**src/rtl/mem_bus_arbiter.sv**
```systemverilog
// Two-master round-robin arbiter for the data-side memory-map port.
// Registered slave side with wait states, timeout and a pipeline stall.
module mem_bus_arbiter #(
  parameter int DATA_WIDTH = 32,
  parameter int TIMEOUT_CYCLES = 15,
  parameter logic [DATA_WIDTH-1:0] ERR_DATA = 32'hDEADBEEF
) (
  input  logic                  i_clk,
  input  logic                  i_rst,
  input  logic                  i_m0_req,
  input  logic                  i_m0_we,
  input  logic [DATA_WIDTH-1:0] i_m0_addr,
  input  logic [DATA_WIDTH-1:0] i_m0_wdata,
  output logic                  o_m0_ack,
  output logic                  o_m0_err,
  output logic [DATA_WIDTH-1:0] o_m0_rdata,
  output logic                  o_m0_stall,
  input  logic                  i_m1_req,
  input  logic                  i_m1_we,
  input  logic [DATA_WIDTH-1:0] i_m1_addr,
  input  logic [DATA_WIDTH-1:0] i_m1_wdata,
  output logic                  o_m1_ack,
  output logic                  o_m1_err,
  output logic [DATA_WIDTH-1:0] o_m1_rdata,
  output logic                  o_s_re,
  output logic                  o_s_we,
  output logic [DATA_WIDTH-1:0] o_s_addr,
  output logic [DATA_WIDTH-1:0] o_s_wdata,
  input  logic [DATA_WIDTH-1:0] i_s_rdata,
  input  logic                  i_s_ready
);

  localparam int CW = $clog2(TIMEOUT_CYCLES + 1);
  localparam logic [CW-1:0] CNT_LAST = CW'(TIMEOUT_CYCLES - 1);

  localparam logic [1:0] IDLE = 2'd0;
  localparam logic [1:0] BUSY = 2'd1;
  localparam logic [1:0] RESP = 2'd2;

  logic [1:0]            state;
  logic                  last_grant;
  logic                  grant;
  logic [CW-1:0]         cnt;
  logic                  s_re;
  logic                  s_we;
  logic [DATA_WIDTH-1:0] s_addr;
  logic [DATA_WIDTH-1:0] s_wdata;
  logic                  m0_ack;
  logic                  m0_err;
  logic [DATA_WIDTH-1:0] m0_rdata;
  logic                  m1_ack;
  logic                  m1_err;
  logic [DATA_WIDTH-1:0] m1_rdata;

  logic                  any_req;
  logic                  sel;
  logic                  sel_we;
  logic [DATA_WIDTH-1:0] sel_addr;
  logic [DATA_WIDTH-1:0] sel_wdata;
  logic                  fin;
  logic                  fin_err;
  logic [DATA_WIDTH-1:0] fin_data;

  always_comb begin
    any_req = i_m0_req | i_m1_req;
    // On a tie the master that did not win last time goes first
    sel = (i_m0_req & i_m1_req) ? ~last_grant : i_m1_req;
    sel_we = sel ? i_m1_we : i_m0_we;
    sel_addr = sel ? i_m1_addr : i_m0_addr;
    sel_wdata = sel ? i_m1_wdata : i_m0_wdata;
    fin = i_s_ready | (cnt == CNT_LAST);
    fin_err = ~i_s_ready;
    fin_data = '0;
    if (!i_s_ready) begin
      fin_data = ERR_DATA;
    end else if (!s_we) begin
      fin_data = i_s_rdata;
    end
  end

  always_ff @(posedge i_clk) begin
    if (i_rst) begin
      state <= IDLE;
      last_grant <= 1'b1;
      grant <= 1'b0;
      cnt <= '0;
      s_re <= 1'b0;
      s_we <= 1'b0;
      s_addr <= '0;
      s_wdata <= '0;
      m0_ack <= 1'b0;
      m0_err <= 1'b0;
      m0_rdata <= '0;
      m1_ack <= 1'b0;
      m1_err <= 1'b0;
      m1_rdata <= '0;
    end else begin
      case (state)
        IDLE: begin
          if (any_req) begin
            grant <= sel;
            last_grant <= sel;
            s_addr <= sel_addr;
            s_wdata <= sel_wdata;
            s_we <= sel_we;
            s_re <= ~sel_we;
            cnt <= '0;
            state <= BUSY;
          end
        end
        BUSY: begin
          if (fin) begin
            s_re <= 1'b0;
            s_we <= 1'b0;
            state <= RESP;
            if (grant) begin
              m1_ack <= 1'b1;
              m1_err <= fin_err;
              m1_rdata <= fin_data;
            end else begin
              m0_ack <= 1'b1;
              m0_err <= fin_err;
              m0_rdata <= fin_data;
            end
          end else begin
            cnt <= cnt + CW'(1);
          end
        end
        RESP: begin
          m0_ack <= 1'b0;
          m0_err <= 1'b0;
          m1_ack <= 1'b0;
          m1_err <= 1'b0;
          state <= IDLE;
        end
        default: state <= IDLE;
      endcase
    end
  end

  assign o_m0_ack = m0_ack;
  assign o_m0_err = m0_err;
  assign o_m0_rdata = m0_rdata;
  assign o_m0_stall = i_m0_req & ~m0_ack;
  assign o_m1_ack = m1_ack;
  assign o_m1_err = m1_err;
  assign o_m1_rdata = m1_rdata;
  assign o_s_re = s_re;
  assign o_s_we = s_we;
  assign o_s_addr = s_addr;
  assign o_s_wdata = s_wdata;

endmodule

```
**config.mk**
```make
export PLATFORM = sky130hd
export DESIGN_NAME = mem_bus_arbiter
export DESIGN_NICKNAME = d
export VERILOG_FILES = /design/src/rtl/mem_bus_arbiter.sv
export SDC_FILE = /design/constraint.sdc
export NUM_CORES = 1
export LEC_CHECK = 0
export CORE_MARGIN = 5
export CORE_UTILIZATION = 41
export CTS_CLUSTER_SIZE = 24
export DETAILED_ROUTE_END_ITERATION = 7
export GPL_TIMING_DRIVEN = 0
export PLACE_DENSITY = 0.81
export SETUP_SLACK_MARGIN = 0.02
export SLEW_MARGIN = 25
export SYNTH_ARGS = -nofsm -noshare
export SYNTH_HDL_FRONTEND = slang
export SYNTH_SLANG_ARGS = --single-unit
```
**constraint.sdc**
```tcl
create_clock -name i_clk -period 2.15 [get_ports i_clk]
set_clock_uncertainty 0.05 [all_clocks]
set_input_delay 0.645 -clock i_clk [delete_from_list [all_inputs] [get_ports i_clk]]
set_output_delay 0.645 -clock i_clk [all_outputs]
set_load 0.005 [all_outputs]
```
==> metrics.md, run 1 <==
| Metric | Value |
|---|---|
| CP endpoint kind | primary output |
| DIE AREA | 0.0179 sq mm |
| Post-route core utilization | 0.682 |
| H-tree depth | 4 |
| Initial Util | 0.416 |
| Flip-flop and latch count after synthesis | 142 |
| DR pass1 iterations | 5 |
| Synth area leaders | dfxtp_1, mux2i_1, a211oi_1 |
| Unrepaired setup endpoints after global routing | false |
| Clk sink count | 142 |
| Root Buffer | clkbuf_16 |
| Critical path type | reg -> out |
| Fin crit period | 2090 ps |
| Layout cell share with drive strength beyond 1 | 0.106 |
| Sw frac | 0.235 |
| Die width | 134 um |
| Flop pwr share | 0.365 |
| Crit path max-delay cell type | clkdlybuf4s50_1 |
| Synth warn | 0 |
| Register area share after synthesis | 0.453 |
| # port buffers | 300 |
| Worst Path Max Fanout | 4 |
| Drt drc | 0 |
| Worst reg-to-reg setup slack | 240 ps |
| FILL cells | 1208 |
| Vias in the first global route | 6114 |
| Max-slew headroom | 0.479 |
| GRT Resource Usage Total | 0.226 |
| Most common cell after layout, fill and taps aside | clkdlybuf4s50_1 |
| Peak supply drop | 0.000530 V |
| Combinational power share | 0.201 |
| Clock group share of total power | 0.434 |
| Outcome | finished, final reports clean |
| Worst Tran Pin Value | 782 ps |
| WL per Instance | 18.3 um |
| WP data required | 1450 ps |
| Most frequent cells in the layout | clkdlybuf4s50_1, dfxtp_1, mux2i_1 |
| Final hold vios | 0 |
| Initial antenna violation count | 0 |
| Asr flop ratio synth | 0 |
| # diodes | 0 |
| Cts bufs inserted | 17 |
| Cells along the critical path | clkdlybuf4s50_1 |
| Synth area leader | dfxtp_1 |
| Routed via count | 6164 |
| Total leakage power | 0.00379 uW |
| Seq. cell area | 0.00284 sq mm |
| Final Non-Filler Cells | 1149 |
| Core area | 0.0151 sq mm |
| Synthesized area | 0.00627 sq mm |
| GPL Wtd Cong | 0.817 |
| Clk buf depth | 2 |
| Vias per cell | 5.36 |
| Chip height | 134 um |
| Max Slew Vio Count | 0 |
| Pwr dens | 785 mW/mm^2 |
| Peak Freq | 478 MHz |
| Largest net degree at the start of global routing | 17 |
| Post-route ant nets | 0 |
| Post-synthesis cell count | 628 |
| Multi-input logic area | 0.00296 sq mm |
| Overflow after GRT | 0 |
| TritonCTS clock tree | built |
| Clk Latency, worst-skew pair | 410 ps |
| Setup TNS | 0 ps |
| Io pins | 302 |
| Routed WL | 21000 um |
| Arr. time, crit path | 1400 ps |
| Syn avg cell area | 9.99 sq um |
| Syn-to-layout area delta | 63.9% |
| Number of flops mapped to enable cells by yosys | 0 |
| Synth top area share | 0.453 |
| Main flop type after synthesis | dfxtp_1 |
| Setup ws final | 58.9 ps |
| Pre-CTS WS | -544 ps |
| Final Setup Violations | 0 |
| Placed cells | 1116 |
| Setup crit start kind | flop |
| Synth Net Count | 797 |
| Int Power | 6180 uW |
| Final period utilization | 0.973 |
| MaxCap Viol Count | 0 |
| Hold WC Path Type | reg -> reg |
| Crit path buffers/inverters | 1 |
| Nets | 1117 |
| First-pass GRT wire length | 32300 um |
| Num rows | 45 |
| Worst-path clk slew | 60 ps |
| Initial drt markers | 301 |
| Dpl hpwl | 16100 um |
| Critical path's top delay family | buffers and inverters |
| Net switching power | 1900 uW |
| Unique masters post-synth | 43 |
| Worst stage delay on the critical path | 550 ps |
## power groups by stage
stage | Combinational (uW) | Clock [uW] | Sequential, uW
5_1_grt | 1740 | 3690 | 2970
2_1_floorplan | 682 | 0 | 3010
4_1_cts | 1620 | 3570 | 2950
3_5_place_dp | 1610 | 0 | 3000
6_report | 1620 | 3510 | 2950
3_3_place_gp | 1600 | 0 | 2990
## cells by family (layout without fill, tap and decap cells)
kind of cell,Yosys count,in the layout,synth area share
buffers and inverters,115,448,0.0806
and+or+nand+nor,62,62,0.0590
muxes,81,81,0.129
DFF,142,142,0.453
adders and majority gates,2,2,0.00399
AOI/OAI and AO/OA,226,226,0.274
## worst register-to-register path: cells and delay by family, from the launching register on
family,cells,cell delay [ps]
compound gates,2,360
buf+inv,3,810
flops,1,310
simple gates,1,280
## registers in the layout, indices dropped and copies added, names as in the netlist
signal and count:
cnt 4, grant 1, last_grant 1, o_m0_ack 1, o_m0_err 1, o_m0_rdata 32, o_m1_ack 1, o_m1_err 1
o_m1_rdata 32, o_s_addr 32, o_s_re 1, o_s_wdata 32, o_s_we 1, state 2
## path summary, 6_finish.rpt
check | from | endpoint | cells past startpoint
hold reg to reg | o_m0_rdata[15] | o_m0_rdata[15] | 2
setup / recovery | o_s_we | o_s_we | 1
hold / removal | o_m0_rdata[15] | o_m0_rdata[15] | 2
setup reg to reg | state[1] | o_s_addr[31] | 6
## through the flow
stage	hold WS, ps	area, sq um	total power (uW)
3_3_place_gp	397	9510	4590
2_1_floorplan	403	6270	3690
6_report	408	10300	8080
5_1_grt	434	10300	8400
3_5_place_dp	399	9510	4620
4_1_cts	408	10200	8140
## cell usage after synthesis, types with 2 or more instances
cell	instances
clkbuf_1	34
nand2_1	14
a21boi_0	24
a221oi_1	27
nand3b_1	3
mux2i_1	80
a22oi_1	2
nor3_1	3
nor2b_1	3
nand3_1	4
nor2_1	2
nor2_2	2
buf_6	3
buf_2	17
inv_1	52
o32ai_1	3
a31oi_1	3
a21oi_1	70
dfxtp_1	142
nand2b_1	20
a211oi_1	65
o221ai_1	4
or2_2	2
buf_4	8
or3_1	2
a221oi_2	21
ha_1	2
## cell type report
cell class,instances,share of cell area
well taps,188,0.0229
repair buffers,301,0.293
flip-flops and latches,142,0.276
multi-input cells,371,0.288
clock buffers,23,0.0474
inverters,52,0.0190
plain buffers,63,0.0315
clock inverters,9,0.0221
## layer usage
metal  GRT usage  wire length (um)
met2       0.394             10400
met4      0.0789               417
met3      0.0755              1950
met5           0                 0
met1       0.257              8190
## timing repair
| action | CTS | global route |
|---|---|---|
| setup buffers | 0 | 1 |
| pin swaps | 0 | 0 |
| endpoints found under the setup margin | 89 | 101 |
| hold buffers | 0 | 0 |
| gates resized for setup | 8 | 20 |
Power figures use the tool's default switching activity.
==> inputs of run 2 (changes only) <==
- CORE_ASPECT_RATIO: default -> 0.75
- CORE_MARGIN: 5 -> 4
==> metrics.md, run 2 (same netlist as run 1, synthesis figures left out) <==
| Metric | Value |
|---|---|
| Outcome | finished, final reports clean (unchanged) |
| Clk Latency, worst-skew pair | 410 ps (about the same) |
| Initial antenna violation count | 0 (unchanged) |
| Final Setup Violations | 0 (unchanged) |
| Total leakage power | 0.00373 uW (was 0.00379 uW) |
| Critical path type | in -> reg (was reg -> out) |
| Setup TNS | 0 ps (unchanged) |
| Layout cell share with drive strength beyond 1 | 0.107 (was 0.106) |
| Most frequent cells in the layout | clkdlybuf4s50_1, dfxtp_1, mux2i_1 (unchanged) |
| Setup ws final | 65.2 ps (was 58.9 ps) |
| MaxCap Viol Count | 0 (unchanged) |
| Clk sink count | 142 (unchanged) |
| DR pass1 iterations | 5 (unchanged) |
| Unrepaired setup endpoints after global routing | true (was false) |
| Crit path max-delay cell type | clkdlybuf4s50_1 (unchanged) |
| Routed wl met2 | 9810 um (was 10400 um) |
| Sum of routed wire segments on met1 | 9020 um (was 8190 um) |
| Post-route ant nets | 0 (unchanged) |
| Fin crit period | 2080 ps (was 2090 ps) |
| Clk buf depth | 2 (unchanged) |
| WL per Instance | 18.4 um (was 18.3 um) |
| Cts bufs inserted | 17 (unchanged) |
| Pre-CTS WS | -536 ps (was -544 ps) |
| Io pins | 302 (unchanged) |
| Initial Util | 0.426 (was 0.416) |
| Worst-path clk slew | 60 ps (about the same) |
| Cells along the critical path | clkdlybuf4s50_1, a21boi_4, buf_6, buf_4, mux2i_2, a211oi_1 (was clkdlybuf4s50_1) |
| TritonCTS clock tree | built (unchanged) |
| Drt drc | 0 (unchanged) |
| Worst Tran Pin Value | 706 ps (was 782 ps) |
| First-pass GRT wire length | 31800 um (was 32300 um) |
| GRT Resource Usage Total | 0.232 (was 0.226) |
| Syn-to-layout area delta | 62.1% (was 63.9%) |
| Hold Buf Count CTS | 0 (unchanged) |
| Die width | 151 um (was 134 um) |
| Post-layout power | 7480 uW (was 8080 uW) |
| WP data required | 2380 ps (was 1450 ps) |
| Max-slew headroom | 0.529 (was 0.479) |
| Dpl hpwl | 16200 um (was 16100 um) |
| Largest net degree at the start of global routing | 17 (unchanged) |
| Most common cell after layout, fill and taps aside | clkdlybuf4s50_1 (unchanged) |
| Pwr dens | 736 mW/mm^2 (was 785 mW/mm^2) |
| Arr. time, crit path | 2310 ps (was 1400 ps) |
| Worst stage delay on the critical path | 570 ps (was 550 ps) |
| Vias in the first global route | 5929 (was 6114) |
| GPL Wtd Cong | 0.829 (was 0.817) |
| Post-route core utilization | 0.690 (was 0.682) |
| Routed via count | 6087 (was 6164) |
| Final period utilization | 0.970 (was 0.973) |
| DIE AREA | 0.0174 sq mm (was 0.0179 sq mm) |
| CP endpoint kind | flop (was primary output) |
| Final hold vios | 0 (unchanged) |
| Chip height | 115 um (was 134 um) |
| Nets | 1116 (was 1117) |
| Met3 WL | 2000 um (was 1950 um) |
| Initial drt markers | 229 (was 301) |
| Worst hold slack | 405 ps (was 408 ps) |
| # diodes | 0 (unchanged) |
| Root Buffer | clkbuf_16 (unchanged) |
| Setup crit start kind | input pin (was flop) |
| Worst Path Max Fanout | 10 (was 4) |
| H-tree depth | 4 (unchanged) |
| # port buffers | 300 (unchanged) |
| Worst reg-to-reg setup slack | 220 ps (was 240 ps) |
| Hold WC Path Type | reg -> reg (unchanged) |
| Vias per cell | 5.26 (was 5.36) |
| Core area | 0.0147 sq mm (was 0.0151 sq mm) |
| Peak supply drop | 0.000695 V (was 0.000530 V) |
| Peak Freq | 480 MHz (was 478 MHz) |
| Num rows | 38 (was 45) |
| Post-CTS Setup Bufs | 0 (unchanged) |
| Overflow after GRT | 0 (unchanged) |
| Top sig layer | met4 (unchanged) |
| Max Slew Vio Count | 0 (unchanged) |
| Routed WL | 21200 um (was 21000 um) |
==> run 2: cell types whose count changed in the layout (fill, tap and decap cells not counted), moves of 2 or more <==
cell,change
bufinv_16,-4
clkbuf_8,-4
clkinv_2,+3
buf_4,-2
buf_6,+2
clkinvlp_4,+2
mux2i_1,-2
mux2i_2,+2
==> run 2: critical path, delay by kind of cell <==
family	cells	cell delay, ps
buffers and inverters	3	1030
AO/OA/AOI/OAI	2	340
multiplexers	1	280
==> run 2: report_power, final <==
| part | internal [uW] | switching [uW] | total, uW | leakage, uW |
|---|---|---|---|---|
| combinational | 921 | 702 | 1620 | 0.00228 |
| clock | 1800 | 1100 | 2910 | 0.000277 |
| sequential | 2840 | 115 | 2950 | 0.00117 |
| total | 5560 | 1920 | 7480 | 0.00373 |
==> run 2: per-layer routing <==
layer,GRT usage,vias up
li1,-,2968
met1,0.300,2843
met2,0.367,245
met3,0.0823,31
met4,0.0713,0
met5,0,-
==> run 2: area by class of cell <==
class	instances	area (sq um)
well taps	200	250
repair buffers	300	3000
fillers	1206	4570
clock buffers	18	429
plain buffers	63	330
clock inverters	11	146
flip-flops and latches	142	2840
inverters	52	195
multi-input cells	371	2970
==> run 2: path summary, 6_finish.rpt <==
path	from	to	depth (start not counted)
max	i_m1_req	o_s_addr[29]	6
min	o_m1_ack	o_m1_ack	2
max reg2reg	cnt[0]	o_m1_rdata[29]	7
min reg2reg	o_m1_ack	o_m1_ack	2
==> run 2: per-stage QoR <==
stage	instances	area, sq um
after floorplan	628	6270
after global placement	1128	9530
after detailed placement	1128	9530
after CTS	1157	10100
after global routing	1157	10200
final	1157	10200
==> run 2: timing repair <==
| item | in CTS | in global routing |
|---|---|---|
| setup endpoints to repair | 47 | 82 |
| resized for setup | 11 | 22 |
| cloned | 0 | 0 |
==> inputs of run 3 (changes only) <==
- clock period: 2.15 -> 2.1 ns (I/O delays scaled with it)
==> metrics.md, run 3 (same netlist as run 1, synthesis figures left out) <==
| Metric | Value |
|---|---|
| Io pins | 302 (unchanged) |
| Dpl hpwl | 16200 um (unchanged) |
| Hold Crit Endpoint | o_m1_ack (unchanged) |
| Overflow after GRT | 0 (unchanged) |
| Routed via count | 6095 (was 6087) |
| WHS Path Cells | 2 (unchanged) |
| TritonCTS clock tree | built (unchanged) |
| Num rows | 38 (unchanged) |
| FILL cells | 1205 (was 1206) |
| Hold Buf Count CTS | 0 (unchanged) |
| Max-slew headroom | 0.526 (was 0.529) |
| Fin crit period | 2050 ps |
| Design Area, Final | 0.0102 sq mm (about the same) |
| Worst Tran Pin Value | 712 ps (was 706 ps) |
| Die width | 151 um (unchanged) |
| GPL Wtd Cong | 0.829 (unchanged) |
| Worst reg-to-reg setup slack | 170 ps (was 220 ps) |
| Pwr dens | 754 mW/mm^2 (was 736 mW/mm^2) |
| Post-route ant nets | 0 (unchanged) |
| Worst Path Max Fanout | 10 (unchanged) |
| Drt drc | 0 (unchanged) |
| Hold path start | o_m1_ack (unchanged) |
| CP endpoint kind | flop (unchanged) |
| Unrepaired setup endpoints after global routing | true (unchanged) |
| Cts bufs inserted | 17 (unchanged) |
| MaxCap Viol Count | 0 (unchanged) |
| # diodes | 0 (unchanged) |
| Hold WC Path Type | reg -> reg (unchanged) |
| Nets | 1116 (unchanged) |
| Total leakage power | 0.00373 uW (about the same) |
| Crit Reg-Reg Startpoint | cnt[0] (unchanged) |
| R2r endpoint | o_m1_rdata[11] (was o_m1_rdata[29]) |
| Pre-CTS WS | -556 ps (was -536 ps) |
| Most common cell after layout, fill and taps aside | clkdlybuf4s50_1 (unchanged) |
| Initial drt markers | 266 (was 229) |
| Outcome | finished, final reports clean (unchanged) |
| Clk buf depth | 2 (unchanged) |
| Vias in the first global route | 5929 (unchanged) |
| DIE AREA | 0.0174 sq mm (unchanged) |
| Worst-path clk slew | 60 ps (about the same) |
| Core area | 0.0147 sq mm (unchanged) |
| Critical path type | in -> reg (unchanged) |
| H-tree depth | 4 (unchanged) |
| Layout cell share with drive strength beyond 1 | 0.107 (unchanged) |
| Syn-to-layout area delta | 62.3% (was 62.1%) |
| Setup crit start kind | input pin (unchanged) |
| Final period utilization | 0.976 |
| Final hold vios | 0 (unchanged) |
| First-pass GRT wire length | 31800 um (about the same) |
| Initial Util | 0.426 (unchanged) |
| Most frequent cells in the layout | clkdlybuf4s50_1, dfxtp_1, mux2i_1 (unchanged) |
| Clk Latency, worst-skew pair | 410 ps (about the same) |
| Clk sink count | 142 (unchanged) |
| # port buffers | 300 (unchanged) |
| FF-to-FF path depth | 7 (unchanged) |
| Chip height | 115 um (unchanged) |
| Setup ws final | 51.1 ps (was 65.2 ps) |
| Vias per cell | 5.27 (was 5.26) |
| WL per Instance | 18.3 um (was 18.4 um) |
| GRT Resource Usage Total | 0.232 (about the same) |
| DR pass1 iterations | 5 (unchanged) |
| Peak supply drop | 0.000715 V (was 0.000695 V) |
| Peak Freq | 488 MHz |
| WP data required | 2360 ps (was 2380 ps) |
| Routed WL | 21200 um (about the same) |
| Initial antenna violation count | 0 (unchanged) |
| Dpl cell area | 0.00953 sq mm (unchanged) |
| Arr. time, crit path | 2310 ps (about the same) |
| Final Setup Violations | 0 (unchanged) |
| Largest net degree at the start of global routing | 17 (unchanged) |
| Max Slew Vio Count | 0 (unchanged) |
| Root Buffer | clkbuf_16 (unchanged) |
## run 3: cell types whose count changed in the layout (fill, tap and decap cells not counted), sizes merged
cell / before / now
clkbuf: 52 / 53
buf: 30 / 29
## run 3: metrics by stage
stage	std cells	TNS [ps]	power [uW]	hold slack [ps]	util
final	1157	0	7670	407	0.691
after global routing	1157	0	7990	432	0.691
after CTS	1157	0	7700	411	0.687
after detailed placement	1128	-51770	4720	402	0.646
after global placement	1128	-49790	4700	393	0.646
after floorplan	628	0	3780	403	-
## run 3: how the worst max path moves through the flow
stage               startpoint              to  slack [ps]  depth (start not counted)
CTS                   i_m0_req      o_m0_stall          10                          3
global route          i_m1_req    o_s_wdata[8]         0.3                          6
finish                i_m1_req          o_s_re          50                          5
floorplan                i_rst  o_m0_rdata[10]         300                          4
global placement      i_m0_req      o_m0_stall        -550                          3
detailed placement    i_m0_req      o_m0_stall        -560                          3
## run 3: worst max-delay path, stage by stage
cell	delay, ps
clkdlybuf4s50_1	580
a21boi_4	250
buf_6	210
mux2_2	390
o32ai_1	230
## run 3: cell type report
type	instances	area, sq um	share of cell area
Buffer	63	343	0.0337
Clock buffer	18	429	0.0422
Clock inverter	11	146	0.0144
Inverter	52	195	0.0192
Multi-Input combinational cell	371	2970	0.292
Sequential cell	142	2840	0.279
Tap cell	200	250	0.0246
Timing Repair Buffer	300	3000	0.295
## run 3: power breakdown
| part | total [uW] | internal [uW] | switching, uW | leakage [uW] |
|---|---|---|---|---|
| clock | 2990 | 1850 | 1140 | 0.000277 |
| sequential | 3020 | 2910 | 117 | 0.00117 |
| combinational | 1660 | 946 | 718 | 0.00229 |
| total | 7670 | 5700 | 1980 | 0.00373 |
## run 3: timing repair
| action | in CTS | in global routing |
|---|---|---|
| endpoints found under the hold margin | 0 | 0 |
| buffers inserted | 0 | 0 |
| endpoints found under the setup margin | 68 | 81 |
| gates resized for setup | 15 | 21 |
## run 3: metal layers
| layer | part of all wire | GRT usage | up-vias |
|---|---|---|---|
| li1 | - | - | 2965 |
| met1 | 0.43 | 0.300 | 2848 |
| met2 | 0.46 | 0.367 | 254 |
| met3 | 0.093 | 0.0823 | 28 |
| met4 | 0.018 | 0.0713 | 0 |
| met5 | 0 | 0 | - |
